--- src/rtl/lvl_states_arbiter_pkg.sv ---
`default_nettype none
// +------------------------------------------------------------------------+
// | Module : lvl_states_arbiter_pkg                                        |
// | Desc   : Shared constants for the lvl-state BRAM arbiter: default word |
// |          and address widths, and the FSM state encoding.               |
// | Rev    : 1.0  initial release                                          |
// +------------------------------------------------------------------------+
package lvl_states_arbiter_pkg;

  // Default lvl-state word width {dcd_bin, has_bkt} and BRAM address width.
  localparam int DEF_WIDTH_LVL_STATES      = 11;
  localparam int DEF_ADDR_WIDTH_LVL_STATES = 9;

  // Arbiter FSM encoding.
  typedef logic [1:0] state_t;
  localparam state_t ST_INIT  = 2'd0;
  localparam state_t ST_IDLE  = 2'd1;
  localparam state_t ST_GRANT = 2'd2;

endpackage : lvl_states_arbiter_pkg
`default_nettype wire

--- src/rtl/lvl_states_arbiter_rr_pick.sv ---
`default_nettype none
// +------------------------------------------------------------------------+
// | Module : rr_pick                                                       |
// | Desc   : Combinational round-robin pick. Searches req_i upward with    |
// |          wrap, starting one past last_winner_i.                        |
// | Ports  : req_i         - request vector                                |
// |          last_winner_i - index of the previous winner                  |
// |          winner_o      - index of the selected requester               |
// |          valid_o       - at least one request is set                   |
// | Rev    : 1.0  initial release                                          |
// +------------------------------------------------------------------------+
module rr_pick #(
  parameter int NUM_REQ = 3,
  parameter int IDX_W   = $clog2(NUM_REQ)
) (
  input  logic [NUM_REQ-1:0] req_i,
  input  logic [IDX_W-1:0]   last_winner_i,
  output logic [IDX_W-1:0]   winner_o,
  output logic               valid_o
);

  int               sum;
  logic [IDX_W-1:0] cand;

  // Offsets 1..NUM_REQ visit every requester exactly once, the previous
  // winner last, so it only wins again when nobody else is asking.
  always_comb begin
    winner_o = '0;
    valid_o  = 1'b0;
    sum      = 0;
    cand     = '0;
    for (int i = 1; i <= NUM_REQ; i++) begin
      sum = int'(last_winner_i) + i;
      if (sum >= NUM_REQ) begin
        sum = sum - NUM_REQ;
      end
      cand = IDX_W'(sum);
      if (!valid_o && req_i[cand]) begin
        valid_o  = 1'b1;
        winner_o = cand;
      end
    end
  end

endmodule : rr_pick
`default_nettype wire

--- src/rtl/lvl_states_arbiter.sv ---
`default_nettype none
// +------------------------------------------------------------------------+
// | Module : lvl_states_arbiter                                            |
// | Desc   : Round-robin arbiter sharing one lvl-state BRAM port pair      |
// |          between NUM_REQ requesters. The owner holds the grant while   |
// |          its apply_i stays high; writes from non-owners are dropped    |
// |          and latch the sticky conflict_o flag.                         |
// | Config : LVL_STATES_INIT_SWEEP_EN - clear the BRAM after reset by      |
// |          writing 0 to every address before arbitration starts.         |
// | Ports  : clk/rst      - clock, asynchronous active-low reset           |
// |          apply_i      - per-requester level hold request               |
// |          raddr_i/we_i/waddr_i/wdata_i - packed per-requester RAM ops   |
// |          grant_o      - registered one-hot grant                       |
// |          rdata_o      - RAM read data broadcast to all requesters      |
// |          ram_*        - BRAM port (1-cycle read latency)               |
// |          init_done_o  - BRAM valid, arbitration enabled                |
// |          conflict_o   - sticky: ungranted requester drove a write      |
// | Rev    : 1.0  initial release                                          |
// +------------------------------------------------------------------------+
module lvl_states_arbiter
  import lvl_states_arbiter_pkg::*;
#(
  parameter int WIDTH_LVL_STATES      = DEF_WIDTH_LVL_STATES,
  parameter int ADDR_WIDTH_LVL_STATES = DEF_ADDR_WIDTH_LVL_STATES,
  parameter int NUM_REQ               = 3
) (
  input  logic                                     clk,
  input  logic                                     rst,
  input  logic [NUM_REQ-1:0]                       apply_i,
  input  logic [NUM_REQ*ADDR_WIDTH_LVL_STATES-1:0] raddr_i,
  input  logic [NUM_REQ-1:0]                       we_i,
  input  logic [NUM_REQ*ADDR_WIDTH_LVL_STATES-1:0] waddr_i,
  input  logic [NUM_REQ*WIDTH_LVL_STATES-1:0]      wdata_i,
  output logic [NUM_REQ-1:0]                       grant_o,
  output logic [WIDTH_LVL_STATES-1:0]              rdata_o,
  output logic [ADDR_WIDTH_LVL_STATES-1:0]         ram_raddr_o,
  input  logic [WIDTH_LVL_STATES-1:0]              ram_rdata_i,
  output logic                                     ram_we_o,
  output logic [ADDR_WIDTH_LVL_STATES-1:0]         ram_waddr_o,
  output logic [WIDTH_LVL_STATES-1:0]              ram_wdata_o,
  output logic                                     init_done_o,
  output logic                                     conflict_o
);

  localparam int AW    = ADDR_WIDTH_LVL_STATES;
  localparam int WW    = WIDTH_LVL_STATES;
  localparam int IDX_W = $clog2(NUM_REQ);

  // INIT leaves after the last swept address, or after one post-reset
  // cycle when the sweep is compiled out.
`ifdef LVL_STATES_INIT_SWEEP_EN
  localparam logic [AW-1:0] INIT_LAST = '1;
`else
  localparam logic [AW-1:0] INIT_LAST = AW'(1);
`endif

  state_t             state_q, state_d;
  logic [NUM_REQ-1:0] grant_q, grant_d;
  logic [IDX_W-1:0]   last_winner_q, last_winner_d;
  logic [AW-1:0]      cnt_q, cnt_d;
  logic               conflict_q, conflict_d;

  logic [IDX_W-1:0]   pick_idx;
  logic               pick_valid;

  rr_pick #(
    .NUM_REQ (NUM_REQ),
    .IDX_W   (IDX_W)
  ) u_rr_pick (
    .req_i         (apply_i),
    .last_winner_i (last_winner_q),
    .winner_o      (pick_idx),
    .valid_o       (pick_valid)
  );

  // State register (plus the registered datapath that moves with it).
  always_ff @(posedge clk or negedge rst) begin
    if (!rst) begin
      state_q       <= ST_INIT;
      grant_q       <= '0;
      last_winner_q <= IDX_W'(NUM_REQ - 1);
      cnt_q         <= '0;
      conflict_q    <= 1'b0;
    end else begin
      state_q       <= state_d;
      grant_q       <= grant_d;
      last_winner_q <= last_winner_d;
      cnt_q         <= cnt_d;
      conflict_q    <= conflict_d;
    end
  end

  // Next-state logic.
  always_comb begin
    state_d       = state_q;
    grant_d       = grant_q;
    last_winner_d = last_winner_q;
    cnt_d         = cnt_q;
    // grant_q is registered, so a requester whose apply_i rises in the
    // same cycle as its write is still seen as ungranted.
    conflict_d    = conflict_q | (|(we_i & ~grant_q));
    case (state_q)
      ST_INIT: begin
        if (cnt_q == INIT_LAST) begin
          state_d = ST_IDLE;
          cnt_d   = '0;
        end else begin
          cnt_d = cnt_q + 1'b1;
        end
      end
      ST_IDLE: begin
        if (pick_valid) begin
          state_d       = ST_GRANT;
          grant_d       = {{(NUM_REQ-1){1'b0}}, 1'b1} << pick_idx;
          last_winner_d = pick_idx;
        end
      end
      ST_GRANT: begin
        // Owner keeps the port until its own apply bit drops.
        if (!(|(apply_i & grant_q))) begin
          state_d = ST_IDLE;
          grant_d = '0;
        end
      end
      default: begin
        state_d = ST_INIT;
        grant_d = '0;
        cnt_d   = '0;
      end
    endcase
  end

  // Output logic: BRAM port mux.
  always_comb begin
    ram_we_o    = 1'b0;
    ram_raddr_o = '0;
    ram_waddr_o = '0;
    ram_wdata_o = '0;
    if (state_q == ST_INIT) begin
`ifdef LVL_STATES_INIT_SWEEP_EN
      // Gated by rst so the sweep never writes while reset is held.
      ram_we_o    = rst;
      ram_waddr_o = cnt_q;
`endif
    end else begin
      for (int k = 0; k < NUM_REQ; k++) begin
        if (grant_q[k]) begin
          ram_raddr_o = raddr_i[k*AW +: AW];
          ram_we_o    = we_i[k];
          ram_waddr_o = waddr_i[k*AW +: AW];
          ram_wdata_o = wdata_i[k*WW +: WW];
        end
      end
    end
  end

  assign grant_o     = grant_q;
  assign rdata_o     = ram_rdata_i;
  assign init_done_o = (state_q != ST_INIT);
  assign conflict_o  = conflict_q;

endmodule : lvl_states_arbiter
`default_nettype wire

--- config.mk ---
export PLATFORM = sky130hd
export DESIGN_NAME = lvl_states_arbiter
export DESIGN_NICKNAME = d
export VERILOG_FILES = /design/src/rtl/lvl_states_arbiter_pkg.sv /design/src/rtl/lvl_states_arbiter_rr_pick.sv /design/src/rtl/lvl_states_arbiter.sv
export SDC_FILE = /design/constraint.sdc
export NUM_CORES = 1
export LEC_CHECK = 0
export CORE_ASPECT_RATIO = 1.25
export CORE_MARGIN = 2
export CORE_UTILIZATION = 34
export CTS_BUF_LIST = sky130_fd_sc_hd__clkbuf_8 sky130_fd_sc_hd__clkbuf_16
export DETAILED_ROUTE_END_ITERATION = 7
export PLACE_DENSITY = 0.81
export SLEW_MARGIN = 10
export SYNTH_ARGS = -nofsm -noshare
export SYNTH_HDL_FRONTEND = slang
export SYNTH_SLANG_ARGS = --single-unit
export TNS_END_PERCENT = 20
--- constraint.sdc ---
create_clock -name clk -period 2.25 [get_ports clk]
set_input_delay 0.45 -clock clk [delete_from_list [all_inputs] [get_ports clk]]
set_output_delay 0.45 -clock clk [all_outputs]
set_load 0.01 [all_outputs]
==> qor.yml, run 1 <==
n_antenna_cell: 0
route.detailed.drc: 0
max_cap_viol_count: 0
rsz0062_at_grt: "true"
syn_to_final_growth_pct: 70.2
skew_ns: 0.00400
highest_clock_rate_mhz: 464
synth_simple_gate_area_share_pct: 26.9
cts_inserted_buffers: 3
post_route_cells_drive_above_1_share_pct: 8.52
number_of_global_route_vias_before_repair: 2150
initial_utilization_pct: 34.7
worst-r2r-cell-count: 7
met3_wirelength_um: 435
finalWorstSetupSlack_ns: 0.0931
layout_commonest_cell: "sky130_fd_sc_hd__clkdlybuf4s50_1"
synth_nets: 397
synth.area.mux_share_pct: 1.07
synth.avg_cell_area_um2: 7.06
htree_num_levels: 1
register_bit_total_from_synthesis: 17
pwr_density_cell_nw_per_um2: 971
pre_cts_slack_ns: -0.0437
syn_area_um2: 1990
final_critical_path_share_of_the_clock_period_pct: 95.9
postRouteWirelength_um: 6730
timing.final.crit_period_ns: 2.16
clk_slew_on_worst_s_h_paths_ns: 0.07
io_buffers: 129
wire_per_inst_um: 14.5
fillers: 508
peak_supply_drop_mv: 0.580
crit_path_max_fanout: 8
r2r-start: "last_winner_q[1]$_DFFE_PN1P_"
wl_met1_um: 2590
maxUsedRoutingLayer: "met4"
met2WireLength_um: 3600
timing.reg2reg.setup_slack_ns: 0.09
hold_fix_buffers_cts: 0
layout.cells.most_common_list: "98 x sky130_fd_sc_hd__clkdlybuf4s50_1, 66 x sky130_fd_sc_hd__nor2_1, 34 x sky130_fd_sc_hd__a21oi_1, 30 x sky130_fd_sc_hd__dlygate4sd2_1, 29 x sky130_fd_sc_hd__a22oi_1"
die_height_um: 89.6
detailedRoute.firstIterationViolations: 87
grtUsageTotal_pct: 18.2
fp.dieArea_um2: 6490
total_power_draw_w: 0.00329
gpl.final_weighted_congestion: 0.871
final-setup-viol-count: 0
min_path_type: "input pin to asynchronous set/reset pin"
place.detailed.hpwl_um: 5330
syn-instance-count: 282
synthesized_area_fraction_occupied_by_adder_cells_pct: 5.65
cts.path.max_buffers: 2
vias: 2441
p_leak_nw: 1.53
max-slew-margin-rel_pct: 69.0
synth_compound_gate_area_share_pct: 32.5
slew_violations: 0
final_ant_viol_nets: 0
clock_sinks: 17
grt_start_max_net_pins: 33
async_flop_share_pct: 100
setup.worst_path.start_class: "flip-flop"
tightestPinTransition_ns: 0.459
run_status: "complete, no violations"
ioPinCount: 152
postSynth.topFlopCell: "sky130_fd_sc_hd__dfrtp_1"
floorplan.die.width_um: 72.5
grt_overflow: 0
synth.yosys.warnings: 0
rr_endpoint: "grant_o[1]$_DFFE_PN0P_"
timing.final.hold_violations: 0
synth_sequential_area_ratio_pct: 21.4
avg_vias_per_cell: 5.25
synth_edf_count: 0
floorplan.core_area_um2: 5740
std_cell_rows: 31
ctsResizeCount: 33
worst_ep_arrival_time_ns: 2.32
cp-end-kind: "flip-flop"
clock_tree.root_cell: "sky130_fd_sc_hd__clkbuf_8"
clock_insertion_delay_worst_skew_ns: 0.26
nNetsFinal: 515
synth.lib_cells_used.distinct: 54
synth_xor_xnor_area_share_pct: 1.76
fin_hold_ws_ns: 0.509
path_class: "flip-flop to flip-flop"
timing.critical_path.required_ns: 2.42
grt_antenna_before_repair: 0
combinational_family_with_the_most_area_after_synthesis: "compound AO/OA/AOI/OAI gates"
tritoncts: "yes"
dr.pass1.iters: 4
post-cts-setup-buffers: 0
first_pass_grt_wire_length_um: 9590
synth_stat cells (3+ instances only):
master	n	area share, %
sky130_fd_sc_hd__nor2_1	66	12
sky130_fd_sc_hd__a21oi_1	34	8.5
sky130_fd_sc_hd__a22oi_1	29	11
sky130_fd_sc_hd__dfrtp_1	16	20
sky130_fd_sc_hd__clkbuf_1	15	2.8
sky130_fd_sc_hd__buf_4	13	4.9
sky130_fd_sc_hd__nand2_1	11	2.1
sky130_fd_sc_hd__inv_1	10	1.9
sky130_fd_sc_hd__ha_1	9	5.7
sky130_fd_sc_hd__o21ai_1	7	1.8
sky130_fd_sc_hd__nor2b_1	6	1.9
sky130_fd_sc_hd__nand2b_1	5	1.6
sky130_fd_sc_hd__nand3_1	5	1.3
sky130_fd_sc_hd__xnor2_1	4	1.8
sky130_fd_sc_hd__buf_1	3	0.57
sky130_fd_sc_hd__o31ai_1	3	1.1
worst max-delay path by stage:
stage	from	to	slack [ns]	cells past startpoint
2_1_floorplan	grant_o[1]$_DFFE_PN0P_	ram_raddr_o[5]	0.21	8
3_3_place_gp	we_i[1]	ram_we_o	-0.03	6
3_5_place_dp	we_i[1]	ram_we_o	-0.04	6
4_1_cts	state_q[0]$_DFFE_PN0P_	init_done_o	0.01	5
5_1_grt	last_winner_q[1]$_DFFE_PN1P_	grant_o[1]$_DFFE_PN0P_	-0.02	8
6_report	last_winner_q[1]$_DFFE_PN1P_	grant_o[1]$_DFFE_PN0P_	0.09	7
layer usage:
metal	global-route usage (%)	vias to the layer above
met5	0	-
li1	-	1225
met3	2.90	11
met2	35.6	96
met4	4.88	0
met1	20.1	1109
final cells by class:
cell class	instances	area, µm²	area share, %
well taps	66	82.6	2.44
repair buffers	146	1430	42.3
clock buffers	3	41.3	1.22
inverters	10	37.5	1.11
clock inverters	1	5.00	0.148
flip-flops and latches	17	429	12.7
multi-input cells	222	1360	40.1
flip-flops by register name (all words and copies together) (netlist names):
signal,flops
cnt_q,9
conflict_o,1
grant_o,3
last_winner_q,2
state_q,2
cell families after synthesis:
logic type / Yosys count
AND/OR/NAND/NOR: 112
XOR/XNOR: 4
adder cells (fa/ha/maj): 9
buffers and inverters: 43
flip-flops: 17
multiplexers: 2
AO/OA/AOI/OAI: 95
stage by stage:
step | cell area [µm²] | setup TNS (ns) | std cells | util, %
after global routing | 3390 | -0.0206 | 465 | 59.0
after floorplan | 1990 | 0 | 282 | -
after CTS | 3390 | 0 | 465 | 59.0
final | 3390 | 0 | 465 | 59.0
after detailed placement | 3370 | -0.0827 | 461 | 58.7
after global placement | 3370 | -0.0346 | 461 | 58.7
where the power goes:
part	internal, W	switching, W	leakage (nW)	total, W
clock	0.000123	0.000106	0.0255	0.000229
combinational	0.00119	0.00139	1.28	0.00257
sequential	0.000383	0.000104	0.219	0.000487
worst max-delay path: stages, from the launching register on:
cell	delay, ns
sky130_fd_sc_hd__dfstp_2	0.54
sky130_fd_sc_hd__inv_1	0.05
sky130_fd_sc_hd__ha_1	0.42
sky130_fd_sc_hd__inv_1	0.15
sky130_fd_sc_hd__nor4b_1	0.38
sky130_fd_sc_hd__a211o_1	0.21
sky130_fd_sc_hd__nand4b_1	0.12
sky130_fd_sc_hd__o211ai_1	0.18
Note: power is estimated with default switching activity, not from simulation.
==> run 2: changes to the inputs <==
--- a/config.mk
+++ b/config.mk
@@ -7,12 +7,14 @@
 export LEC_CHECK = 0
 export CORE_ASPECT_RATIO = 1.25
 export CORE_MARGIN = 2
-export CORE_UTILIZATION = 34
+export CORE_UTILIZATION = 33
 export CTS_BUF_LIST = sky130_fd_sc_hd__clkbuf_8 sky130_fd_sc_hd__clkbuf_16
 export DETAILED_ROUTE_END_ITERATION = 7
-export PLACE_DENSITY = 0.81
+export GPL_ROUTABILITY_DRIVEN = 0
+export PLACE_DENSITY = 0.82
 export SLEW_MARGIN = 10
 export SYNTH_ARGS = -nofsm -noshare
 export SYNTH_HDL_FRONTEND = slang
+export SYNTH_HIERARCHICAL = 1
 export SYNTH_SLANG_ARGS = --single-unit
 export TNS_END_PERCENT = 20
==> qor.yml, run 2 <==
run_status: "complete, no violations"
clk_slew_on_worst_s_h_paths_ns: 0.07
timing.final.hold_violations: 0
n_antenna_cell: 0
first_pass_grt_wire_length_um: 10200
max_cap_viol_count: 0
layout.cells.most_common_list: "98 x sky130_fd_sc_hd__clkdlybuf4s50_1, 31 x sky130_fd_sc_hd__nor3_1, 31 x sky130_fd_sc_hd__dlygate4sd2_1, 30 x sky130_fd_sc_hd__nor2b_1, 29 x sky130_fd_sc_hd__a221oi_1"
synth.lib_cells_used.distinct: 46
layout_commonest_cell: "sky130_fd_sc_hd__clkdlybuf4s50_1"
path_class: "flip-flop to primary output"
htree_num_levels: 1
final_critical_path_share_of_the_clock_period_pct: 95.6
synth.avg_cell_area_um2: 8.00
synth_edf_count: 0
vias: 2229
post_route_cells_drive_above_1_share_pct: 11.1
clock_tree.root_cell: "sky130_fd_sc_hd__clkbuf_8"
max-slew-margin-rel_pct: 74.3
cts_inserted_buffers: 3
postRouteWirelength_um: 6700
setup.worst_path.start_class: "flip-flop"
synth_nets: 348
fp.dieArea_um2: 6240
postSynth.topFlopCell: "sky130_fd_sc_hd__dfrtp_1"
final_core_util_pct: 60.4
clock_insertion_delay_worst_skew_ns: 0.25
synth_most_common_cell: "sky130_fd_sc_hd__nor3_1"
detailedRoute.firstIterationViolations: 97
async_flop_share_pct: 100
grt_start_max_net_pins: 58
skew_ns: 0.00392
floorplan.core_area_um2: 5440
die_height_um: 87.8
synth.yosys.warnings: 6
fin_hold_ws_ns: 0.506
pwr_density_cell_nw_per_um2: 1040
register_bit_total_from_synthesis: 17
number_of_global_route_vias_before_repair: 2148
final_sum_of_negative_setup_slack_ns: 0
synth_sequential_area_ratio_pct: 23.0
initial_utilization_pct: 34.1
synth_top_cells_by_area: "sky130_fd_sc_hd__dfrtp_1 22%, sky130_fd_sc_hd__a221oi_1 14%, sky130_fd_sc_hd__nor2b_1 10%"
hold_fix_buffers_cts: 0
io_buffers: 129
grtUsageTotal_pct: 20.0
p_leak_nw: 1.41
registers.top_by_ff_count: "cnt_q"
std_cell_rows: 30
timing.critical_path.required_ns: 1.80
cp-end-kind: "primary output"
nNetsFinal: 468
peak_supply_drop_mv: 0.608
cts.path.max_buffers: 2
clock_sinks: 17
dr.pass1.iters: 5
timing.final.crit_period_ns: 2.15
ioPinCount: 152
place.detailed.hpwl_um: 5340
avg_vias_per_cell: 5.37
largest_reg_flops: 9
synth_largest_area_cell: "sky130_fd_sc_hd__dfrtp_1"
final_ant_viol_nets: 0
netlist_top_cells_count: "32 x sky130_fd_sc_hd__nor3_1, 30 x sky130_fd_sc_hd__a221oi_1, 30 x sky130_fd_sc_hd__nor2b_1, 18 x sky130_fd_sc_hd__clkbuf_1, 16 x sky130_fd_sc_hd__dfrtp_1"
total_power_draw_w: 0.00343
syn_to_final_growth_pct: 77.1
yosysTopAreaCellShare_pct: 21.6
post-route-cell-area_um2: 3290
grt_antenna_before_repair: 0
syn_area_um2: 1860
final-setup-viol-count: 0
wire_per_inst_um: 16.1
slew_violations: 0
tightestPinTransition_ns: 0.386
worst_ep_arrival_time_ns: 1.70
crit_path_max_fanout: 14
floorplan.die.width_um: 71.1
tritoncts: "yes"
highest_clock_rate_mhz: 465
min_path_type: "flip-flop to flip-flop"
syn-instance-count: 232
route.detailed.drc: 0
grt_overflow: 0
post_dp_cell_area_um2: 3210
-- run 2: cell count changes after synthesis, moves of 5 or more --
cell | previous run | this run
sky130_fd_sc_hd__a221oi_1 | 0 | 30
sky130_fd_sc_hd__o21ai_1 | 7 | 0
sky130_fd_sc_hd__nor2b_1 | 6 | 30
sky130_fd_sc_hd__nor3_1 | 1 | 32
sky130_fd_sc_hd__nand2_1 | 11 | 6
sky130_fd_sc_hd__nor2_1 | 66 | 7
sky130_fd_sc_hd__a21oi_1 | 34 | 3
sky130_fd_sc_hd__a22oi_1 | 29 | 0
-- run 2: worst paths after layout --
| check | start | end | slack (ns) | cells after the start |
|---|---|---|---|---|
| worst max-delay path | state_q[1]$_DFFE_PN0P_ | ram_raddr_o[6] | 0.1 | 5 |
| worst min-delay path | conflict_o$_DFF_PN0_ | conflict_o$_DFF_PN0_ | 0.51 | 2 |
| worst max register to register | last_winner_q[1]$_DFFE_PN1P_ | state_q[1]$_DFFE_PN0P_ | 0.12 | 8 |
| worst min register to register | conflict_o$_DFF_PN0_ | conflict_o$_DFF_PN0_ | 0.51 | 2 |
| max in group asynchronous | rst | last_winner_q[1]$_DFFE_PN1P_ | 1.47 | 2 |
| min in group asynchronous | rst | cnt_q[0]$_DFFE_PN0N_ | 0.52 | 2 |
-- run 2: metrics by stage --
step,cells,setup slack (ns)
after floorplan,232,0.109
after global placement,411,-0.0754
after detailed placement,411,-0.0772
after CTS,415,-0.0159
after global routing,415,-0.00539
final,415,0.0991
-- run 2: logic make-up after synthesis --
group,Yosys count,share of synthesized area (%)
buffers and inverters,42,10.8
adders and majority gates,10,6.74
DFF,17,23.0
xor gates and xnor gates,4,1.89
muxes,7,4.18
and+or+nand+nor,99,30.3
AOI/OAI and AO/OA,53,23.1
-- run 2: layout make-up --
class	instances	area (µm²)
inverters	12	45.0
well taps	64	80.1
clock inverters	1	5.00
fillers	489	2160
multi-input cells	173	1300
repair buffers	145	1390
flip-flops and latches	17	427
clock buffers	3	41.3
-- run 2: layer usage --
layer,part of all wire (%),vias to the layer above,track usage [%],wire [µm]
met3,7.2,10,4.95,481
met5,0,-,0,0
met4,1.3,0,4.12,84
met1,38,1052,22.6,2560
met2,53,74,37.8,3570
li1,-,1093,-,-
-- run 2: critical path: stages (launching register included) --
cell                            delay, ns
sky130_fd_sc_hd__dfrtp_1             0.40
sky130_fd_sc_hd__inv_1               0.09
sky130_fd_sc_hd__ha_1                0.21
sky130_fd_sc_hd__buf_4               0.20
sky130_fd_sc_hd__nor3_1              0.23
sky130_fd_sc_hd__dlygate4sd2_1       0.31
-- run 2: where the power goes --
group / internal, W / total [W] / switching, W
sequential: 0.000383 / 0.000442 / 0.0000588
combinational: 0.00136 / 0.00277 / 0.00141
clock: 0.000123 / 0.000227 / 0.000104
total: 0.00186 / 0.00343 / 0.00157
-- run 2: what timing repair did --
| item | 4_1_cts | 5_1_grt |
|---|---|---|
| setup endpoints to repair | 35 | 6 |
| setup buffers | 0 | 0 |
| resized for setup | 33 | 12 |
| pin swaps | 0 | 5 |
